### config.mk
export PLATFORM = sky130hd
export DESIGN_NAME = rtc_calendar_core_flat
export DESIGN_NICKNAME = d
export VERILOG_FILES = /design/src/rtl/rtc_calendar_core_if.sv /design/src/rtl/rtc_calendar_core.sv /design/src/flat_wrapper.sv
export SDC_FILE = /design/constraint.sdc
export NUM_CORES = 1
export LEC_CHECK = 0
export CORE_MARGIN = 1
export CORE_UTILIZATION = 32
export CTS_CLUSTER_SIZE = 20
export DETAILED_ROUTE_END_ITERATION = 6
export PLACE_DENSITY = 0.56
export SYNTH_ARGS = -nofsm -noshare
export SYNTH_HDL_FRONTEND = slang
export SYNTH_SLANG_ARGS = --single-unit
### constraint.sdc
create_clock -name clk -period 11.7 [get_ports clk]
set_clock_uncertainty 0.15 [all_clocks]
set_input_delay 3.51 -clock clk [delete_from_list [all_inputs] [get_ports clk]]
set_output_delay 3.51 -clock clk [all_outputs]
set_load 0.02 [all_outputs]
### src/rtl/rtc_calendar_core_if.sv
// rtc_calendar_core_if: operator control pulses into the calendar core,
// calendar fields and display status back out.
interface rtc_calendar_core_if #(
   parameter int YEAR_W = 12
);
   logic              pause;
   logic              set_tgl;
   logic              field_nxt;
   logic              inc;
   logic              dec;
   logic [5:0]        sec;
   logic [5:0]        min;
   logic [4:0]        hour;
   logic [4:0]        day;
   logic [3:0]        month;
   logic [YEAR_W-1:0] year;
   logic [2:0]        sel_field;
   logic              set_mode;
   logic              blank;
   logic              sec_tick;

   modport master (
      output pause, set_tgl, field_nxt, inc, dec,
      input  sec, min, hour, day, month, year,
      input  sel_field, set_mode, blank, sec_tick
   );

   modport slave (
      input  pause, set_tgl, field_nxt, inc, dec,
      output sec, min, hour, day, month, year,
      output sel_field, set_mode, blank, sec_tick
   );
endinterface

### src/rtl/rtc_calendar_core.sv
// rtc_calendar_core: sec..year calendar with Gregorian leap years and a
// RUN/SET editing FSM; prescaler divides clk down to one tick per second.
module rtc_calendar_core #(
   parameter int CLK_HZ    = 50_000_000,
   parameter int YEAR_W    = 12,
   parameter int YEAR_INIT = 2000
) (
   input  logic               clk,
   input  logic               rst_n,
   rtc_calendar_core_if.slave bus
);

   localparam int PW = $clog2(CLK_HZ);
   localparam logic [PW-1:0] P_MAX  = PW'(CLK_HZ - 1);
   localparam logic [PW-1:0] P_HALF = PW'(CLK_HZ / 2 - 1);

   typedef enum logic {
      S_RUN,
      S_SET
   } state_e;

   state_e            state_q, state_d;
   logic [PW-1:0]     presc_q, presc_d;
   logic              phase_q, phase_d;
   logic              tick_q, tick_d;
   logic [2:0]        sel_q, sel_d;
   logic [5:0]        sec_q, sec_d;
   logic [5:0]        min_q, min_d;
   logic [4:0]        hour_q, hour_d;
   logic [4:0]        day_q, day_d;
   logic [3:0]        month_q, month_d;
   logic [YEAR_W-1:0] year_q, year_d;

   logic              run;
   logic              adv;
   logic              wrap;
   logic [4:0]        dim_c;

   function automatic logic [4:0] dim_f(
      input logic [3:0]        m,
      input logic [YEAR_W-1:0] y
   );
      logic [31:0] yy;
      logic        leap;
      logic [4:0]  d;
      yy   = 32'(y);
      leap = ((yy % 32'd4) == 32'd0 && (yy % 32'd100) != 32'd0)
          || (yy % 32'd400) == 32'd0;
      unique case (m)
         4'd2:                      d = leap ? 5'd29 : 5'd28;
         4'd4, 4'd6, 4'd9, 4'd11:   d = 5'd30;
         default:                   d = 5'd31;
      endcase
      return d;
   endfunction

   // Wrapping step inside [lo,hi]; values already past hi wrap up to lo.
   function automatic logic [5:0] step_f(
      input logic [5:0] v,
      input logic [5:0] lo,
      input logic [5:0] hi,
      input logic       up
   );
      logic [5:0] r;
      if (up) r = (v >= hi) ? lo : v + 6'd1;
      else    r = (v <= lo) ? hi : v - 6'd1;
      return r;
   endfunction

   assign run   = (state_q == S_RUN);
   assign adv   = !run || !bus.pause;
   assign wrap  = (presc_q == P_MAX);
   assign dim_c = dim_f(month_q, year_q);

   always_comb begin
      state_d = state_q;
      presc_d = presc_q;
      phase_d = phase_q;
      tick_d  = 1'b0;
      sel_d   = sel_q;
      sec_d   = sec_q;
      min_d   = min_q;
      hour_d  = hour_q;
      day_d   = day_q;
      month_d = month_q;
      year_d  = year_q;

      if (adv) begin
         presc_d = wrap ? '0 : presc_q + PW'(1);
         if (wrap || presc_q == P_HALF) phase_d = !phase_q;
      end

      unique case (1'b1)
         run && bus.set_tgl: begin
            state_d = S_SET;
            sel_d   = '0;
         end
         run && !bus.set_tgl && adv && wrap: begin
            tick_d = 1'b1;
            if (sec_q >= 6'd59) begin
               sec_d = '0;
               if (min_q >= 6'd59) begin
                  min_d = '0;
                  if (hour_q >= 5'd23) begin
                     hour_d = '0;
                     if (day_q >= dim_c) begin
                        day_d = 5'd1;
                        if (month_q >= 4'd12) begin
                           month_d = 4'd1;
                           year_d  = year_q + YEAR_W'(1);
                        end else begin
                           month_d = month_q + 4'd1;
                        end
                     end else begin
                        day_d = day_q + 5'd1;
                     end
                  end else begin
                     hour_d = hour_q + 5'd1;
                  end
               end else begin
                  min_d = min_q + 6'd1;
               end
            end else begin
               sec_d = sec_q + 6'd1;
            end
         end
         !run && bus.set_tgl: begin
            // Restart the second and the flash phase from a clean edge.
            state_d = S_RUN;
            presc_d = '0;
            phase_d = 1'b0;
            if (day_q > dim_c) day_d = dim_c;
         end
         !run && !bus.set_tgl: begin
            if (bus.field_nxt)
               sel_d = (sel_q >= 3'd5) ? 3'd0 : sel_q + 3'd1;
            if (bus.inc ^ bus.dec) begin
               unique case (sel_q)
                  3'd0: sec_d = step_f(sec_q, 6'd0, 6'd59, bus.inc);
                  3'd1: min_d = step_f(min_q, 6'd0, 6'd59, bus.inc);
                  3'd2: hour_d = 5'(step_f(6'(hour_q), 6'd0, 6'd23,
                                           bus.inc));
                  3'd3: day_d = 5'(step_f(6'(day_q), 6'd1, 6'(dim_c),
                                          bus.inc));
                  3'd4: month_d = 4'(step_f(6'(month_q), 6'd1, 6'd12,
                                            bus.inc));
                  3'd5: year_d = bus.inc ? year_q + YEAR_W'(1)
                                         : year_q - YEAR_W'(1);
                  default: ;
               endcase
            end
         end
         default: ;
      endcase
   end

   always_ff @(posedge clk or negedge rst_n) begin
      if (!rst_n) begin
         state_q <= S_RUN;
         presc_q <= '0;
         phase_q <= 1'b0;
         tick_q  <= 1'b0;
         sel_q   <= '0;
         sec_q   <= '0;
         min_q   <= '0;
         hour_q  <= '0;
         day_q   <= 5'd1;
         month_q <= 4'd1;
         year_q  <= YEAR_W'(YEAR_INIT);
      end else begin
         state_q <= state_d;
         presc_q <= presc_d;
         phase_q <= phase_d;
         tick_q  <= tick_d;
         sel_q   <= sel_d;
         sec_q   <= sec_d;
         min_q   <= min_d;
         hour_q  <= hour_d;
         day_q   <= day_d;
         month_q <= month_d;
         year_q  <= year_d;
      end
   end

   assign bus.sec       = sec_q;
   assign bus.min       = min_q;
   assign bus.hour      = hour_q;
   assign bus.day       = day_q;
   assign bus.month     = month_q;
   assign bus.year      = year_q;
   assign bus.sel_field = sel_q;
   assign bus.set_mode  = (state_q == S_SET);
   assign bus.blank     = (state_q == S_SET) & phase_q;
   assign bus.sec_tick  = tick_q;

endmodule

### src/flat_wrapper.sv
// flat-port wrapper written by rule: the top's interface ports become plain ports
module rtc_calendar_core_flat 
#(
   parameter int CLK_HZ    = 50_000_000,
   parameter int YEAR_W    = 12,
   parameter int YEAR_INIT = 2000
)
  (clk, rst_n, bus_pause, bus_set_tgl, bus_field_nxt, bus_inc, bus_dec, bus_sec, bus_min, bus_hour, bus_day, bus_month, bus_year, bus_sel_field, bus_set_mode, bus_blank, bus_sec_tick);
  rtc_calendar_core_if #(.YEAR_W(YEAR_W)) bus_i ();
  input  logic clk;
  input  logic rst_n;
  input wire logic [$bits(bus_i.pause)-1:0] bus_pause;
  input wire logic [$bits(bus_i.set_tgl)-1:0] bus_set_tgl;
  input wire logic [$bits(bus_i.field_nxt)-1:0] bus_field_nxt;
  input wire logic [$bits(bus_i.inc)-1:0] bus_inc;
  input wire logic [$bits(bus_i.dec)-1:0] bus_dec;
  output wire logic [$bits(bus_i.sec)-1:0] bus_sec;
  output wire logic [$bits(bus_i.min)-1:0] bus_min;
  output wire logic [$bits(bus_i.hour)-1:0] bus_hour;
  output wire logic [$bits(bus_i.day)-1:0] bus_day;
  output wire logic [$bits(bus_i.month)-1:0] bus_month;
  output wire logic [$bits(bus_i.year)-1:0] bus_year;
  output wire logic [$bits(bus_i.sel_field)-1:0] bus_sel_field;
  output wire logic [$bits(bus_i.set_mode)-1:0] bus_set_mode;
  output wire logic [$bits(bus_i.blank)-1:0] bus_blank;
  output wire logic [$bits(bus_i.sec_tick)-1:0] bus_sec_tick;
  assign bus_i.pause = bus_pause;
  assign bus_i.set_tgl = bus_set_tgl;
  assign bus_i.field_nxt = bus_field_nxt;
  assign bus_i.inc = bus_inc;
  assign bus_i.dec = bus_dec;
  assign bus_sec = bus_i.sec;
  assign bus_min = bus_i.min;
  assign bus_hour = bus_i.hour;
  assign bus_day = bus_i.day;
  assign bus_month = bus_i.month;
  assign bus_year = bus_i.year;
  assign bus_sel_field = bus_i.sel_field;
  assign bus_set_mode = bus_i.set_mode;
  assign bus_blank = bus_i.blank;
  assign bus_sec_tick = bus_i.sec_tick;
  rtc_calendar_core #(.CLK_HZ(CLK_HZ), .YEAR_W(YEAR_W), .YEAR_INIT(YEAR_INIT)) u_core (.clk(clk), .rst_n(rst_n), .bus(bus_i));
endmodule
==> results.yml <==
floorplanning:
  coreArea_um2: 18200
  row_count: 49
  die_area_um2: 19400
  chipHeight_um: 139
  floorplan.die.width_um: 139
  effective_utilization_at_floorplan_pct: 33.1
  top_level_ports: 51
worst_setup_path:
  highest_fanout_seen_on_the_critical_path: 14
  critPathLaunchType: "flip-flop"
  reg2regPathDepth: 26
  worst_r2r_startpoint: "u_core.bus.year[7]$_DFFE_PN1P_"
  worst_ep_arrival_time_ps: 6890
  critPathKind: "reg2reg"
  r2r-end: "u_core.bus.year[11]$_DFFE_PN0P_"
  critical_path.endpoint_type: "flip-flop"
  worst-endpoint-required_ps: 11760
  ff2ff_setup_slack_ps: 4870
synthesis:
  yosys.area_share.xor_xnor_pct: 8.85
  synthFlopType: "sky130_fd_sc_hd__dfrtp_1"
  ys_seq_elements: 70
  syn-mean-instance-area_um2: 8.20
  synth_mux_area_share_pct: 1.02
  synth_top_family_by_area: "simple AND/OR/NAND/NOR gates"
  synthAdderAreaFrac_pct: 5.79
  yosysTopAreaCellShare_pct: 25.7
  synth_compound_gate_area_share_pct: 24.0
  count_of_mapped_cells_out_of_synthesis: 735
  synthesis.area_um2: 6030
  yosys.area_share.simple_pct: 25.2
  yosysWarnings: 0
  seq_area_frac_synth_pct: 29.2
  leading_cell_types_by_total_area_after_synthesis: "sky130_fd_sc_hd__dfrtp_1, sky130_fd_sc_hd__ha_1, sky130_fd_sc_hd__nand2_1"
  synth.lib_cells_used.distinct: 101
  synth_async_sr_flop_share_pct: 100
  postSynthNetCount: 769
  synth_top_area_cell: "sky130_fd_sc_hd__dfrtp_1"
  synth_enable_flop_cells: 0
global_route:
  via_count_of_the_first_global_routing_pass: 4995
  wire_length_of_the_first_global_routing_pass_um: 25500
  grt_max_degree: 71
  antenna_violations_before_repair: 0
  overflow_left_after_global_routing: 0
  groute.usage.overall_pct: 15.9
clock_network:
  cts-hold-fix-buffers: 0
  ctsRootBufferMaster: "sky130_fd_sc_hd__clkbuf_16"
  cts_max_path_buffers: 2
  cts_tree: "built"
  clock_tree.htree_level_count: 3
  cts-resized-gates: 0
  clock-sinks: 70
  clk-insertion-delay-late_ps: 340
  tritoncts_buffer_count: 9
  cts_setup_buffers: 0
  clk_pin_slew_worst_paths_ps: 60
sta:
  finalCritPeriodShare_pct: 58.4
  timing.final.hold_violations: 0
  final.setup.tns_ps: 0
  final_period_minus_worst_setup_slack_ps: 6830
  maximum_clock_frequency_ghz: 0.146
  slew-limit-headroom_pct: 20.6
  setup_viol: 0
  unrepaired_setup_endpoints_after_global_routing: "no"
  slew_violations: 0
  worstMarginPinSlew_ps: 1180
  post-route-worst-setup-slack_ps: 4870
power_and_ir_drop:
  clock_power_share_pct: 28.4
  switching_share_pct: 37.9
  power-per-cell-area_nw_per_um2: 151
  seq_power_share_pct: 35.4
  peakVddDrop_uv: 108
  leakage_uw: 0.00283
  p_switching_uw: 397
  share_comb_of_total_power_pct: 36.1
  power.internal_uw: 649
cells_and_area:
  final_nets: 795
  num-fill-cells: 1866
  multi_input_gate_area_in_the_final_layout_um2: 3920
  fin_area_um2: 6920
  drive_gt1_share_pct: 10.1
  num_antenna_cells: 0
  synthToLayoutAreaGrowth_pct: 14.8
  final-seq-area_um2: 1760
routing:
  drtPass1Iterations: 6
  wl_um: 15100
  route.detailed.vias_per_inst: 5.43
  route.antenna.remaining_nets: 0
  vias: 5402
  drt-initial-drc-count: 284
  wl_per_cell_um: 15.2
  drt_drc_violations_left: 0
run_status:
  outcome: "completed"
placement:
  routabilityCongestion: 0.830
  port_buffers: 50
  pre_cts_ws_ps: 4960
  place_area_um2: 6600
  dp_hpwl_um: 10800
hold_path:
  cell_count_of_the_worst_hold_path: 1
  hold_path_startpoint: "u_core.presc_q[3]$_DFFE_PN0P_"
  worst_hold_path.endpoint: "u_core.presc_q[3]$_DFFE_PN0P_"
  class_of_the_tightest_hold_or_removal_check: "reg2reg"
job:
  max_cap_violations: 0
-- synth_stat cells, types with 10 or more instances --
cell,count
sky130_fd_sc_hd__xor2_1,18
sky130_fd_sc_hd__o31ai_1,10
sky130_fd_sc_hd__nor2_1,73
sky130_fd_sc_hd__nand2_1,78
sky130_fd_sc_hd__nand2b_1,10
sky130_fd_sc_hd__and3_1,14
sky130_fd_sc_hd__a21oi_1,53
sky130_fd_sc_hd__a31oi_1,15
sky130_fd_sc_hd__nor3_1,30
sky130_fd_sc_hd__nand3_1,28
sky130_fd_sc_hd__xnor2_1,26
sky130_fd_sc_hd__clkbuf_1,22
sky130_fd_sc_hd__dfrtp_1,62
sky130_fd_sc_hd__o21ai_0,50
sky130_fd_sc_hd__or3_1,11
sky130_fd_sc_hd__ha_1,27
sky130_fd_sc_hd__inv_1,31
sky130_fd_sc_hd__nand4_1,11
-- cells in the final DEF (no fill, tap or decap), drive strengths merged, types with 5 or more instances in the layout --
master,count
a211oi,6
clkbuf,13
nor2b,6
xor2,20
nand4,12
o21ai,53
xnor2,31
nor3,33
o31ai,13
a21o,6
or3,12
dfrtp,62
mux2i,5
and3,16
o21a,5
o22ai,8
nand2b,10
nor4,8
nand3,29
a31oi,16
dfstp,8
a21oi,55
nor2,74
or2,7
inv,31
nand2,79
a22oi,5
clkdlybuf4s50,49
ha,27
-- per-layer routing --
| metal | vias up | track usage, % | part of all wire [%] |
|---|---|---|---|
| li1 | 2713 | - | - |
| met1 | 2600 | 22.0 | 49 |
| met2 | 82 | 26.0 | 47 |
| met3 | 7 | 2.55 | 3.2 |
| met4 | 0 | 3.86 | 0.81 |
| met5 | - | 0 | 0 |
-- stage by stage --
stage          utilization, %  power (uW)  instances  hold slack (ps)
5_1_grt                  38.0        1120        995              379
3_3_place_gp             36.3         752        979              324
6_report                 38.0        1050        995              352
3_5_place_dp             36.3         751        979              330
2_1_floorplan               -         612        735              295
4_1_cts                  38.0        1050        995              342
-- power groups by stage --
stage	logic, uW	clock network, uW	registers [uW]
after detailed placement	378	0	373
after CTS	380	306	369
after global routing	423	317	382
after floorplan	236	0	375
after global placement	378	0	374
final	378	297	370
-- worst max-delay path, cell delays in order (launching register included) --
cell	delay, ps
sky130_fd_sc_hd__dfstp_2	440
sky130_fd_sc_hd__nor3_2	310
sky130_fd_sc_hd__nor2_1	70
sky130_fd_sc_hd__ha_1	220
sky130_fd_sc_hd__or3_1	520
sky130_fd_sc_hd__a311oi_2	330
sky130_fd_sc_hd__o21a_1	380
sky130_fd_sc_hd__a21oi_4	150
sky130_fd_sc_hd__xnor2_1	470
sky130_fd_sc_hd__a2111oi_2	150
sky130_fd_sc_hd__a211oi_2	340
sky130_fd_sc_hd__inv_1	100
sky130_fd_sc_hd__a211oi_1	260
sky130_fd_sc_hd__a2bb2oi_1	240
sky130_fd_sc_hd__mux2i_1	120
sky130_fd_sc_hd__o31ai_1	250
sky130_fd_sc_hd__a21oi_1	100
sky130_fd_sc_hd__ha_1	300
sky130_fd_sc_hd__nand2b_1	100
sky130_fd_sc_hd__a21oi_1	70
sky130_fd_sc_hd__or2_2	320
sky130_fd_sc_hd__nor3_1	190
sky130_fd_sc_hd__a31oi_1	70
sky130_fd_sc_hd__a211o_1	410
sky130_fd_sc_hd__a21oi_1	310
sky130_fd_sc_hd__o21ai_0	170
sky130_fd_sc_hd__xnor2_1	150
-- logic make-up after synthesis --
logic type,count (synthesis)
adder cells (fa/ha/maj),28
XOR/XNOR,52
AO/OA/AOI/OAI,207
multiplexers,6
AND/OR/NAND/NOR,303
flip-flops,70
buffers and inverters,69
-- cell type report --
| class | count | area share (%) |
|---|---|---|
| well taps | 229 | 4.14 |
| flip-flops and latches | 70 | 25.5 |
| clock inverters | 3 | 0.976 |
| inverters | 31 | 1.68 |
| repair buffers | 53 | 7.52 |
| multi-input cells | 596 | 56.6 |
| clock buffers | 13 | 3.62 |
-- sequential cells by signal (all words and copies together), names as in the netlist --
| register | flops |
|---|---|
| u_core.presc_q | 26 |
| u_core.bus.year | 12 |
| u_core.bus.min | 6 |
| u_core.bus.sec | 6 |
| u_core.bus.day | 5 |
| u_core.bus.hour | 5 |
| u_core.bus.month | 4 |
| u_core.bus.sel_field | 3 |
| u_core.bus.sec_tick | 1 |
| u_core.bus.set_mode | 1 |
| u_core.phase_q | 1 |
-- how the worst max path moves through the flow --
stage / startpoint / to / slack (ps) / cells past startpoint
final: u_core.bus.year[7]$_DFFE_PN1P_ / u_core.bus.year[11]$_DFFE_PN0P_ / 4870 / 26
after global routing: u_core.bus.year[7]$_DFFE_PN1P_ / u_core.bus.year[11]$_DFFE_PN0P_ / 4340 / 26
after CTS: u_core.bus.year[7]$_DFFE_PN1P_ / u_core.bus.year[11]$_DFFE_PN0P_ / 4900 / 26
after detailed placement: u_core.bus.year[7]$_DFFE_PN1P_ / u_core.bus.year[11]$_DFFE_PN0P_ / 4960 / 26
after global placement: u_core.bus.year[10]$_DFFE_PN1P_ / u_core.bus.year[11]$_DFFE_PN0P_ / 5000 / 27
after floorplan: u_core.bus.year[10]$_DFFE_PN1P_ / u_core.bus.year[8]$_DFFE_PN1P_ / 5640 / 28
Power figures use the tool's default switching activity.
